**src/rtl/otter_inst_encoder.sv**
```systemverilog
// RV32I field-level request -> 32-bit instruction word encoder with a valid/ready output port.
// Define OTTER_ENC_LI_EN to enable LI pseudo-instruction expansion (kind 11, two-word LUI+ADDI).
module otter_inst_encoder (
  input  logic        CLK,
  input  logic        RST_N,
  input  logic        REQ_VALID,
  output logic        REQ_READY,
  input  logic [3:0]  REQ_KIND,
  input  logic [2:0]  REQ_FUNC3,
  input  logic        REQ_FUNC7_5,
  input  logic [4:0]  REQ_RD,
  input  logic [4:0]  REQ_RS1,
  input  logic [4:0]  REQ_RS2,
  input  logic [31:0] REQ_IMM,
  output logic        INST_VALID,
  input  logic        INST_READY,
  output logic [31:0] INST_WORD,
  output logic        INST_LAST,
  output logic        BAD_REQ
);

  localparam logic [6:0] OP_R      = 7'b0110011;
  localparam logic [6:0] OP_IMM    = 7'b0010011;
  localparam logic [6:0] OP_LOAD   = 7'b0000011;
  localparam logic [6:0] OP_STORE  = 7'b0100011;
  localparam logic [6:0] OP_BRANCH = 7'b1100011;
  localparam logic [6:0] OP_LUI    = 7'b0110111;
  localparam logic [6:0] OP_AUIPC  = 7'b0010111;
  localparam logic [6:0] OP_JAL    = 7'b1101111;
  localparam logic [6:0] OP_JALR   = 7'b1100111;
  localparam logic [6:0] OP_SYSTEM = 7'b1110011;

`ifdef OTTER_ENC_LI_EN
  typedef enum logic [1:0] {IDLE, EMIT, EMIT_LI1} state_t;
`else
  typedef enum logic [1:0] {IDLE, EMIT} state_t;
`endif

  state_t      state_reg, state_next;
  logic [31:0] word_reg, word_next;
  logic        last_reg, last_next;
  logic        bad_reg, bad_next;

  logic [31:0] enc_first;
  logic        enc_bad;
  logic        accept;
  logic        load;

`ifdef OTTER_ENC_LI_EN
  logic [31:0] pend_reg, pend_next;
  logic [31:0] enc_second;
  logic        enc_two;
  logic [19:0] li_hi;
  logic        li_small;

  // hi is rounded up when imm[11] is set, since the ADDI sign-extends its low 12 bits
  assign li_hi    = REQ_IMM[31:12] + {19'd0, REQ_IMM[11]};
  assign li_small = (&REQ_IMM[31:11]) || (~|REQ_IMM[31:11]);
`endif

  always_comb begin
    enc_first = '0;
    enc_bad   = 1'b0;
`ifdef OTTER_ENC_LI_EN
    enc_second = '0;
    enc_two    = 1'b0;
`endif
    case (REQ_KIND)
      4'd0:  enc_first = {1'b0, REQ_FUNC7_5, 5'b0, REQ_RS2, REQ_RS1, REQ_FUNC3, REQ_RD, OP_R};
      4'd1:  enc_first = {REQ_IMM[11:0], REQ_RS1, REQ_FUNC3, REQ_RD, OP_IMM};
      4'd2:  enc_first = {1'b0, REQ_FUNC7_5, 5'b0, REQ_IMM[4:0], REQ_RS1, REQ_FUNC3, REQ_RD, OP_IMM};
      4'd3:  enc_first = {REQ_IMM[11:0], REQ_RS1, REQ_FUNC3, REQ_RD, OP_LOAD};
      4'd4:  enc_first = {REQ_IMM[11:5], REQ_RS2, REQ_RS1, REQ_FUNC3, REQ_IMM[4:0], OP_STORE};
      4'd5: begin
        enc_first = {REQ_IMM[12], REQ_IMM[10:5], REQ_RS2, REQ_RS1, REQ_FUNC3,
                     REQ_IMM[4:1], REQ_IMM[11], OP_BRANCH};
        enc_bad   = REQ_IMM[0];
      end
      4'd6:  enc_first = {REQ_IMM[31:12], REQ_RD, OP_LUI};
      4'd7:  enc_first = {REQ_IMM[31:12], REQ_RD, OP_AUIPC};
      4'd8: begin
        enc_first = {REQ_IMM[20], REQ_IMM[10:1], REQ_IMM[11], REQ_IMM[19:12], REQ_RD, OP_JAL};
        enc_bad   = REQ_IMM[0];
      end
      4'd9:  enc_first = {REQ_IMM[11:0], REQ_RS1, 3'b000, REQ_RD, OP_JALR};
      4'd10: enc_first = {REQ_IMM[11:0], REQ_RS1, REQ_FUNC3, REQ_RD, OP_SYSTEM};
`ifdef OTTER_ENC_LI_EN
      4'd11: begin
        if (li_small) begin
          enc_first = {REQ_IMM[11:0], 5'd0, 3'b000, REQ_RD, OP_IMM};
        end else if (REQ_IMM[11:0] == 12'd0) begin
          enc_first = {REQ_IMM[31:12], REQ_RD, OP_LUI};
        end else begin
          enc_first  = {li_hi, REQ_RD, OP_LUI};
          enc_second = {REQ_IMM[11:0], REQ_RD, 3'b000, REQ_RD, OP_IMM};
          enc_two    = 1'b1;
        end
      end
`endif
      default: enc_bad = 1'b1;
    endcase
  end

  assign REQ_READY = (state_reg == IDLE) || ((state_reg == EMIT) && INST_READY);
  assign accept    = REQ_VALID && REQ_READY;
  assign load      = accept && !enc_bad;

  always_comb begin
    state_next = state_reg;
    word_next  = word_reg;
    last_next  = last_reg;
    bad_next   = accept && enc_bad;
`ifdef OTTER_ENC_LI_EN
    pend_next  = pend_reg;
`endif
    if (load) begin
      word_next = enc_first;
`ifdef OTTER_ENC_LI_EN
      last_next  = !enc_two;
      pend_next  = enc_second;
      state_next = enc_two ? EMIT_LI1 : EMIT;
`else
      last_next  = 1'b1;
      state_next = EMIT;
`endif
    end else if (INST_READY) begin
      // illegal requests leave the output path exactly as an idle cycle would
      case (state_reg)
        EMIT: state_next = IDLE;
`ifdef OTTER_ENC_LI_EN
        EMIT_LI1: begin
          word_next  = pend_reg;
          last_next  = 1'b1;
          state_next = EMIT;
        end
`endif
        default: state_next = state_reg;
      endcase
    end
  end

  always_ff @(posedge CLK) begin
    if (!RST_N) begin
      state_reg <= IDLE;
      word_reg  <= '0;
      last_reg  <= 1'b0;
      bad_reg   <= 1'b0;
`ifdef OTTER_ENC_LI_EN
      pend_reg  <= '0;
`endif
    end else begin
      state_reg <= state_next;
      word_reg  <= word_next;
      last_reg  <= last_next;
      bad_reg   <= bad_next;
`ifdef OTTER_ENC_LI_EN
      pend_reg  <= pend_next;
`endif
    end
  end

  assign INST_VALID = (state_reg != IDLE);
  assign INST_WORD  = word_reg;
  assign INST_LAST  = last_reg;
  assign BAD_REQ    = bad_reg;

endmodule
```
**config.mk**
```make
export PLATFORM = sky130hd
export DESIGN_NAME = otter_inst_encoder
export DESIGN_NICKNAME = d
export VERILOG_FILES = /design/src/rtl/otter_inst_encoder.sv
export SDC_FILE = /design/constraint.sdc
export NUM_CORES = 1
export LEC_CHECK = 0
export BUFFER_PORTS_ARGS = -buffer_cell sky130_fd_sc_hd__buf_4
export CORE_ASPECT_RATIO = 1.5
export CORE_MARGIN = 2
export CORE_UTILIZATION = 43
export DETAILED_ROUTE_END_ITERATION = 7
export PLACE_DENSITY = 0.83
export SETUP_SLACK_MARGIN = 0.5
export SKIP_LAST_GASP = 1
export SLEW_MARGIN = 10
export SYNTH_ARGS = -nofsm -noshare
export SYNTH_HDL_FRONTEND = slang
export SYNTH_SLANG_ARGS = --single-unit
```
**constraint.sdc**
```tcl
create_clock -name CLK -period 1.22 [get_ports CLK]
set_input_delay 0.122 -clock CLK [delete_from_list [all_inputs] [get_ports CLK]]
set_output_delay 0.122 -clock CLK [all_outputs]
set_load 0.02 [all_outputs]
```
==> impl_metrics.tcl <==
set metrics [dict create \
    io_pins 95 \
    timing.slew.headroom 0.7099 \
    yosysTopAreaCell "dfxtp_1" \
    initial_core_util 0.4377 \
    violations "setup timing" \
    synth_top_family_by_area "compound AO/OA/AOI/OAI gates" \
    grt_max_degree 33 \
    clk_latency_ps 300 \
    h-tree-depth 2 \
    ys_ff_latch 34 \
    critPathLaunchType "flop" \
    fillers 315 \
    synth_fp_nets 325 \
    setup_viol 22 \
    fin_crit_sh 1.074 \
    synthMuxAreaShare 0.009556 \
    vias 3159 \
    async_flop_share 0 \
    finClkSkew_ps 11.34 \
    worstPathBufferInverterCount 1 \
    crit_path_cell_trace "nand2b_4 > and2_4 > buf_12 > nand2_1 > o311a_1" \
    fmax_mhz 763.4 \
    synth-simple-area-share 0.1495 \
    critPathCaptureType "flop" \
    totalWireLength_mm 11.08 \
    antenna_found_initial 0 \
    syn-cell-area_um2 2226 \
    drc 0 \
    cts_tree "done" \
    tns_ps -1006 \
    synthCells 266 \
    synth_area_leaders "dfxtp_1 31%, a21oi_1 9.2%, a211oi_1 5.1%" \
    comb_power_share 0.393 \
    place_congestion 0.8568 \
    place_ws_ps -168.2 \
    internal_power_mw 2.702 \
    cts.path.max_buffers 2 \
    finalNetCount 463 \
    grt_usage 0.3399 \
    power.density_nw_per_um2 1025 \
    multi_input_area_um2 1476 \
    max_slew.worst_pin.slew_ps 430.6 \
    grt_pass1_wl_mm 15.02 \
    power_frac_seq 0.323 \
    report.final.slew_viol_count 0 \
    dr.pass1.iters 8 \
    cts_hold_buf 0 \
    crit_fanout 5 \
    root_buffer "clkbuf_8" \
    grt_pass1_vias 2946 \
    ant_nets 0 \
    p_clk_frac 0.283 \
    rsz0062_at_grt "true" \
    core_um2 5085 \
    ys_seq_area_frac 0.3058 \
    detailed_place_hpwl_mm 5.551 \
    synth_compound_area_frac 0.4300 \
    antennaDiodeCount 0 \
    finalHoldViolCount 0 \
    die_w_um 62.75 \
    dieArea_um2 5780 \
    netlist-cell-type-count 47 \
    io_buffers 94 \
    arrival_ps 1490 \
    slowest_stage "dfxtp_4" \
    yosys.area_share.xor_xnor 0 \
    yosysMostFrequentCell "a21oi_1" \
    synth_edf_count 0 \
    avgSynthCellArea_um2 8.368 \
    critPathKind "flop to flop" \
    seq_area_um2 730.7 \
    synthAdderAreaFrac 0 \
    post-route-min-period_ps 1310 \
    netlist.area_leader.share 0.3058 \
    clkSlewWorstSetupHoldPaths_ps 80 \
    synth_ff_type "dfxtp_1" \
    clkSinkCount 34 \
    worstHoldPathType "input pin to flop" \
    drtIter0Drc 493 \
    largest_reg_flops 31 \
    cts_buffers 5 \
    via_per_inst 6.679 \
    grt-ovfl-total 0 \
    drive_gt1_frac 0.6321 \
    outcome "complete, but fails checks" \
    die_h_um 92.12 \
    rows 32 \
    critical-path-top-delay-family "flip-flops" \
    area_growth_pct 77.91 \
    p_leak_nw 1.680 \
    worst_ep_required_time_ps 1400 \
    ys_warn_count 0 \
    synth_common_cells "41 x a21oi_1, 34 x dfxtp_1, 15 x a211oi_1, 15 x buf_4" \
    worst_slack_ps -89.86 \
    wl_per_cell_um 23.41 \
    utilization 0.7788 \
    swShare 0.3343 \
    vdd_drop_max_mv 0.7639 \
    max_stage_delay_ps 360 \
    p_switching_mw 1.357 \
    drv_cap 0 \
]
==> power by group through the flow <==
stage | clock, mW | combinational (mW) | sequential [mW]
2_1_floorplan | 0 | 0.547 | 1.40
3_3_place_gp | 0 | 1.13 | 1.29
3_5_place_dp | 0 | 1.16 | 1.29
4_1_cts | 1.09 | 1.41 | 1.29
5_1_grt | 1.19 | 1.65 | 1.32
6_report | 1.15 | 1.60 | 1.31
==> per-stage QoR <==
step	instances	area [µm²]	total power [mW]	hold WS, ps
2_1_floorplan	266	2273	1.942	304.3
3_3_place_gp	432	3179	2.417	412.8
3_5_place_dp	432	3179	2.445	417.1
4_1_cts	466	3795	3.795	117.6
5_1_grt	473	3960	4.155	126.7
6_report	473	3960	4.059	124.6
==> layout by cell type (no fill, tap or decap), drive strengths merged, types with 4 or more instances in the layout <==
| cell | n |
|---|---|
| a311oi | 7 |
| o21ai | 10 |
| a21boi | 5 |
| dfxtp | 34 |
| or2 | 5 |
| nand2 | 14 |
| a22oi | 14 |
| and2 | 4 |
| a22o | 5 |
| nand3b | 9 |
| clkbuf | 7 |
| buf | 165 |
| nor2 | 4 |
| a2bb2oi | 5 |
| a21o | 7 |
| a21oi | 42 |
| nand2b | 6 |
| a211oi | 18 |
| a32oi | 10 |
==> cell type report <==
cell class	count	area share
timing repair buffer	165	0.3886
multi-input combinational	195	0.3728
sequential	34	0.1845
clock buffer	7	0.02180
tap	68	0.02148
clock inverter	1	0.007583
inverter	3	0.003160
==> repair_timing <==
| item | 4_1_cts | 5_1_grt |
|---|---|---|
| gates cloned | 2 | 0 |
| endpoints found under the setup margin | 70 | 70 |
| gates resized for setup | 84 | 31 |
| pin swaps | 27 | 9 |
| buffers inserted | 24 | 7 |
==> per-layer routing <==
layer	GRT usage	part of all wire	up-vias
met3	0.06380	0.086	99
met5	0	0	-
met2	0.6102	0.50	278
met4	0.2222	0.076	0
met1	0.3570	0.33	1484
li1	-	-	1298
==> path summary, 6_finish.rpt <==
| path | startpoint | end | slack [ps] | cells past startpoint |
|---|---|---|---|---|
| worst max-delay path | state_reg[0] | INST_WORD[20] | -90 | 5 |
| worst min-delay path | RST_N | INST_WORD[1] | 120 | 2 |
| worst max register to register | state_reg[0] | INST_WORD[20] | -90 | 5 |
| worst min register to register | INST_WORD[1] | INST_WORD[1] | 510 | 1 |
==> kinds of logic after synthesis <==
| logic type | Yosys count |
|---|---|
| DFF | 34 |
| AOI/OAI and AO/OA | 136 |
| muxes | 2 |
| buffers and inverters | 37 |
| and+or+nand+nor | 57 |
No activity file was read; power rests on OpenSTA's default activity.
